**src/rtl/fwd_hazard_unit_pkg.sv**
```systemverilog
// Shared definitions for the EX-stage forwarding and hazard control block:
// forwarding-mux select encodings and the pipeline slot records.
package fwd_hazard_unit_pkg;

  localparam logic [1:0] FWD_RF  = 2'b00;
  localparam logic [1:0] FWD_WB  = 2'b01;
  localparam logic [1:0] FWD_MEM = 2'b10;

  // Slot records hold register addresses zero-extended to this width, so any
  // REG_AW up to SLOT_AW shares one record layout.
  localparam int SLOT_AW = 8;

  typedef struct packed {
    logic               valid;
    logic [SLOT_AW-1:0] rd;
    logic               reg_write;
    logic               mem_read;
  } slot_t;

  // MEM and WB only need to know who writes what.
  typedef struct packed {
    logic               valid;
    logic [SLOT_AW-1:0] rd;
    logic               reg_write;
  } wr_slot_t;

  function automatic logic writes_reg(input wr_slot_t s, input logic [SLOT_AW-1:0] r);
    return s.valid && s.reg_write && (s.rd != '0) && (s.rd == r);
  endfunction

endpackage

```
**src/rtl/fwd_hazard_unit_fwd_sel.sv**
```systemverilog
// Priority forwarding comparator for one ALU operand: MEM beats WB beats
// the register file; x0 never forwards.
module fwd_sel_logic
  import fwd_hazard_unit_pkg::*;
(
  input  logic [SLOT_AW-1:0] src_i,
  input  wr_slot_t           mem_i,
  input  wr_slot_t           wb_i,
  output logic [1:0]         sel_o
);

  // NOTE: give every combinational output a default first so no path through
  // the block leaves it unassigned and a latch gets inferred.
  always_comb begin
    sel_o = FWD_RF;
    if (writes_reg(mem_i, src_i)) begin
      sel_o = FWD_MEM;
    end else if (writes_reg(wb_i, src_i)) begin
      sel_o = FWD_WB;
    end
  end

endmodule

```
**src/rtl/fwd_hazard_unit.sv**
```systemverilog
// Operand-forwarding selects, load-use stall and branch flush for the 5-stage
// core, driven from shadow EX/MEM/WB slot records, plus saturating event counters.
module fwd_hazard_unit
  import fwd_hazard_unit_pkg::*;
#(
  parameter int REG_AW = 5,
  parameter int CNT_W  = 16
) (
  input  logic              clk,
  input  logic              rst,
  input  logic              id_valid,
  input  logic [REG_AW-1:0] id_rs1,
  input  logic [REG_AW-1:0] id_rs2,
  input  logic [REG_AW-1:0] id_rd,
  input  logic              id_reg_write,
  input  logic              id_mem_read,
  input  logic              br_taken,
  output logic [1:0]        fwd_a_sel,
  output logic [1:0]        fwd_b_sel,
  output logic              stall,
  output logic              flush_id,
  output logic              flush_ex,
  output logic [CNT_W-1:0]  stall_cnt,
  output logic [CNT_W-1:0]  flush_cnt
);

  slot_t              ex_q, ex_d;
  logic [SLOT_AW-1:0] ex_rs1_q, ex_rs1_d;
  logic [SLOT_AW-1:0] ex_rs2_q, ex_rs2_d;
  wr_slot_t           mem_q, wb_q;
  logic [CNT_W-1:0]   stall_cnt_q, flush_cnt_q;

  logic [SLOT_AW-1:0] id_rs1_w, id_rs2_w, id_rd_w;
  logic               load_hz;

  assign id_rs1_w = SLOT_AW'(id_rs1);
  assign id_rs2_w = SLOT_AW'(id_rs2);
  assign id_rd_w  = SLOT_AW'(id_rd);

  // Conservative: rs2 is compared even when the ID instruction ignores it.
  assign load_hz = ex_q.valid && ex_q.mem_read && (ex_q.rd != '0) && id_valid
                && ((id_rs1_w == ex_q.rd) || (id_rs2_w == ex_q.rd));

  always_comb begin
    stall    = 1'b0;
    flush_id = 1'b0;
    flush_ex = 1'b0;
    ex_d     = '{valid: id_valid, rd: id_rd_w, reg_write: id_reg_write,
                 mem_read: id_mem_read};
    ex_rs1_d = id_rs1_w;
    ex_rs2_d = id_rs2_w;
    if (br_taken) begin
      flush_id = 1'b1;
      flush_ex = 1'b1;
    end else if (load_hz) begin
      stall    = 1'b1;
      flush_ex = 1'b1;
    end
    // A bubble is an all-zero record: its x0 sources can never select a forward.
    if (br_taken || load_hz) begin
      ex_d     = '0;
      ex_rs1_d = '0;
      ex_rs2_d = '0;
    end
  end

  // NOTE: sequential state uses non-blocking assignments so every register
  // samples the pre-edge value of its neighbours regardless of statement order.
  always_ff @(posedge clk) begin
    if (rst) begin
      ex_q        <= '0;
      ex_rs1_q    <= '0;
      ex_rs2_q    <= '0;
      mem_q       <= '0;
      wb_q        <= '0;
      stall_cnt_q <= '0;
      flush_cnt_q <= '0;
    end else begin
      ex_q     <= ex_d;
      ex_rs1_q <= ex_rs1_d;
      ex_rs2_q <= ex_rs2_d;
      // The back end advances every cycle; a stall only freezes PC and IF/ID.
      mem_q    <= '{valid: ex_q.valid, rd: ex_q.rd, reg_write: ex_q.reg_write};
      wb_q     <= mem_q;
      if (stall && (stall_cnt_q != '1)) begin
        stall_cnt_q <= stall_cnt_q + CNT_W'(1);
      end
      if (flush_id && (flush_cnt_q != '1)) begin
        flush_cnt_q <= flush_cnt_q + CNT_W'(1);
      end
    end
  end

  fwd_sel_logic u_fwd_a (
    .src_i (ex_rs1_q),
    .mem_i (mem_q),
    .wb_i  (wb_q),
    .sel_o (fwd_a_sel)
  );

  fwd_sel_logic u_fwd_b (
    .src_i (ex_rs2_q),
    .mem_i (mem_q),
    .wb_i  (wb_q),
    .sel_o (fwd_b_sel)
  );

  assign stall_cnt = stall_cnt_q;
  assign flush_cnt = flush_cnt_q;

endmodule

```
**config.mk**
```make
export PLATFORM = sky130hd
export DESIGN_NAME = fwd_hazard_unit
export DESIGN_NICKNAME = d
export VERILOG_FILES = /design/src/rtl/fwd_hazard_unit_pkg.sv /design/src/rtl/fwd_hazard_unit_fwd_sel.sv /design/src/rtl/fwd_hazard_unit.sv
export SDC_FILE = /design/constraint.sdc
export NUM_CORES = 1
export LEC_CHECK = 0
export CORE_ASPECT_RATIO = 0.9
export CORE_UTILIZATION = 46
export CTS_BUF_LIST = sky130_fd_sc_hd__clkbuf_4
export DETAILED_ROUTE_END_ITERATION = 10
export PLACE_DENSITY = 0.77
export SYNTH_ARGS = -nofsm -noshare
export SYNTH_HDL_FRONTEND = slang
export SYNTH_SLANG_ARGS = --single-unit
```
**constraint.sdc**
```tcl
create_clock -name clk -period 1.66 [get_ports clk]
set_input_delay 0.166 -clock clk [delete_from_list [all_inputs] [get_ports clk]]
set_output_delay 0.166 -clock clk [all_outputs]
set_load 0.05 [all_outputs]
```
==> out/metrics.cfg <==
[grt]
grt_pass1_vias=2977
grt_max_degree=20
overflow=0
antenna_found_initial=0
track_usage_pct=26.7
grt_first_pass_wirelength_um=14200

[timing]
whs_ps=350
fmax_mhz=445
slew_violations=0
min_period_over_period_pct=136
relSlewSlack_pct=68.0
min_period_ps=2250
fin_skew_ps=24.3
fin_tns_setup_ps=-9840
rsz0062_at_grt=true
finalHoldViolations=0
setup_viol=41
setup_ws_ps=-590
worstMarginPinSlew_ps=482

[floorplanning]
die_area_um2=6890
die_h_um=78.9
row_count=27
core_area_um2=6220
io_pins=60
initial_core_util_pct=48.6
fp.dieW_um=87.4

[drt]
drc=0
drt_wl_total_um=10100
dr.pass1.iters=5
drt_iter0_drc=150
vias=3059
ant_nets=0
vias_per_cell=5.56
post_drt_wl_per_cell_um=18.3

[synth]
ys.flop_type=dfxtp_1
syn_nets=346
syn_area_per_cell_um2=9.35
synthCells=323
synth-seq-cells=64
ys_async_sr_fraction_pct=0
yosysWarnings=0
synthDistinctLibCells=53
synth-edff-count=0
yosysSeqAreaShare_pct=42.4
syn-cell-area_um2=3020

[clocking]
cts_root_buf=clkbuf_4
cts_tree=done
cts_buffer_depth=2
clock_latency_ps=410
cts_sinks=64
cts_buffers=9
htree_levels=3
clkTransAtPathRegs_ps=110

[cells_and_area]
final_common_cell=buf_4
layout.nets=481
area.growth.synth_to_final_pct=65.7
instances_no_fill=550
layout-drive-gt1-share_pct=55.1
layout_common_cells=87 x buf_4, 24 x dfxtp_1, 23 x dfxtp_4, 22 x nor2_1
diodes=0

[placement]
placedCellCount=514
dp_hpwl_um=5610
routabilityCongestion=0.833
pre_cts_slack_ps=-473
portBuffers=59

[critical_path]
startpoint_type=flip-flop
slowest_delay_ps=550
crit_type=reg2out
r2r-start=ex_q[3]
crit_arrival_ps=2080
crit_path_start=wb_q[1]
critical_path.slowest_cell=or4_4
path_max_fanout=2
path_cells=buf_4 -> xor2_1 -> or4_4 -> nor4_4 -> buf_12
worstPathRequired_ps=1490
endpoint_kind=output port

[job]
cap_viol_max_count=0

[pwr]
p_per_area_nw_per_um2=581
ir_worst_vdd_v=0.000454
p_leak_uw=0.00214

[min_path]
min_path_type=in2reg
hp-start=id_rd[0]

[status]
violations=negative setup slack
outcome=finished, violations left

-- registers in the layout, summed over array words and instances (netlist names) --
register,flops
ex_rs1_q,5
ex_q,8
mem_q,7
wb_q,7
stall_cnt,16
flush_cnt,16
ex_rs2_q,5
-- layout make-up --
cell class,count,area [um2]
repair buffers,133,1190
well taps,87,109
clock inverters,6,35.0
clock buffers,10,75.1
inverters,8,33.8
multi-input cells,242,2170
flip-flops and latches,64,1390
fillers,380,1210
-- report_power, final --
group | internal [uW] | switching (uW)
clock network | 319 | 588
registers | 1530 | 30.5
logic | 217 | 216
total | 2070 | 835
-- path summary, 6_finish.rpt --
check	to	slack [ps]	cells past startpoint
hold reg to reg	mem_q[0]	450	1
setup / recovery	fwd_a_sel[0]	-590	5
setup reg to reg	stall_cnt[11]	-320	8
hold / removal	ex_q[2]	350	2
-- metal layers --
layer  share of wire (%)  track usage [%]
met5                   0                0
met4                 3.1             10.7
met3                 4.7             5.30
met2                  53             48.8
met1                  40             30.2
-- synth_stat cells (3+ instances only) --
| cell | instances | area, um2 |
|---|---|---|
| dfxtp_1 | 64 | 1280 |
| nor2_1 | 26 | 97.6 |
| xor2_1 | 23 | 201 |
| nor2b_1 | 20 | 125 |
| and2_1 | 19 | 119 |
| nand3_1 | 18 | 90.1 |
| xnor2_1 | 16 | 140 |
| a21oi_1 | 11 | 55.1 |
| nand2_1 | 9 | 33.8 |
| nand4_1 | 9 | 56.3 |
| nor4_1 | 9 | 56.3 |
| inv_1 | 8 | 30.0 |
| and3_1 | 7 | 43.8 |
| mux2_2 | 7 | 78.8 |
| o21ai_0 | 7 | 35.0 |
| clkbuf_1 | 5 | 18.8 |
| nor3_1 | 5 | 25.0 |
| or3_1 | 5 | 31.3 |
| or4_1 | 5 | 37.5 |
| a211oi_1 | 4 | 30.0 |
| and4_1 | 4 | 35.0 |
| nor3_2 | 4 | 40.0 |
| buf_2 | 3 | 15.0 |
-- cells by family (layout without fill, tap and decap cells) --
| logic type | Yosys count | in the layout | synth area share [%] |
|---|---|---|---|
| DFF | 64 | 64 | 42.4 |
| AOI/OAI and AO/OA | 41 | 44 | 10.6 |
| adders and majority gates | 2 | 2 | 0.829 |
| xor gates and xnor gates | 39 | 39 | 11.3 |
| muxes | 9 | 9 | 3.27 |
| and+or+nand+nor | 148 | 148 | 28.5 |
| buffers and inverters | 20 | 157 | 3.03 |
-- repair_timing --
| action | CTS | global route |
|---|---|---|
| pin swaps | 29 | 31 |
| hold buffers | 0 | 0 |
| resized for setup | 59 | 48 |
| cloned | 2 | 1 |
| setup buffers | 8 | 10 |
| endpoints found under the setup margin | 41 | 46 |
-- metrics by stage --
| step | power, uW | util, % | area, um2 |
|---|---|---|---|
| 5_1_grt | 3010 | 80.5 | 5000 |
| 2_1_floorplan | 1770 | - | 3260 |
| 6_report | 2900 | 80.5 | 5000 |
| 3_5_place_dp | 1910 | 69.0 | 4290 |
| 4_1_cts | 2840 | 76.2 | 4740 |
| 3_3_place_gp | 1900 | 69.0 | 4290 |
-- critical path: cells and delay by family (launching register included) --
family                    cells  cell delay, ps
DFF                           1             330
buffers and inverters         2             320
xor gates and xnor gates      1             160
and+or+nand+nor               2             880
Note: power is estimated with default switching activity, not from simulation.
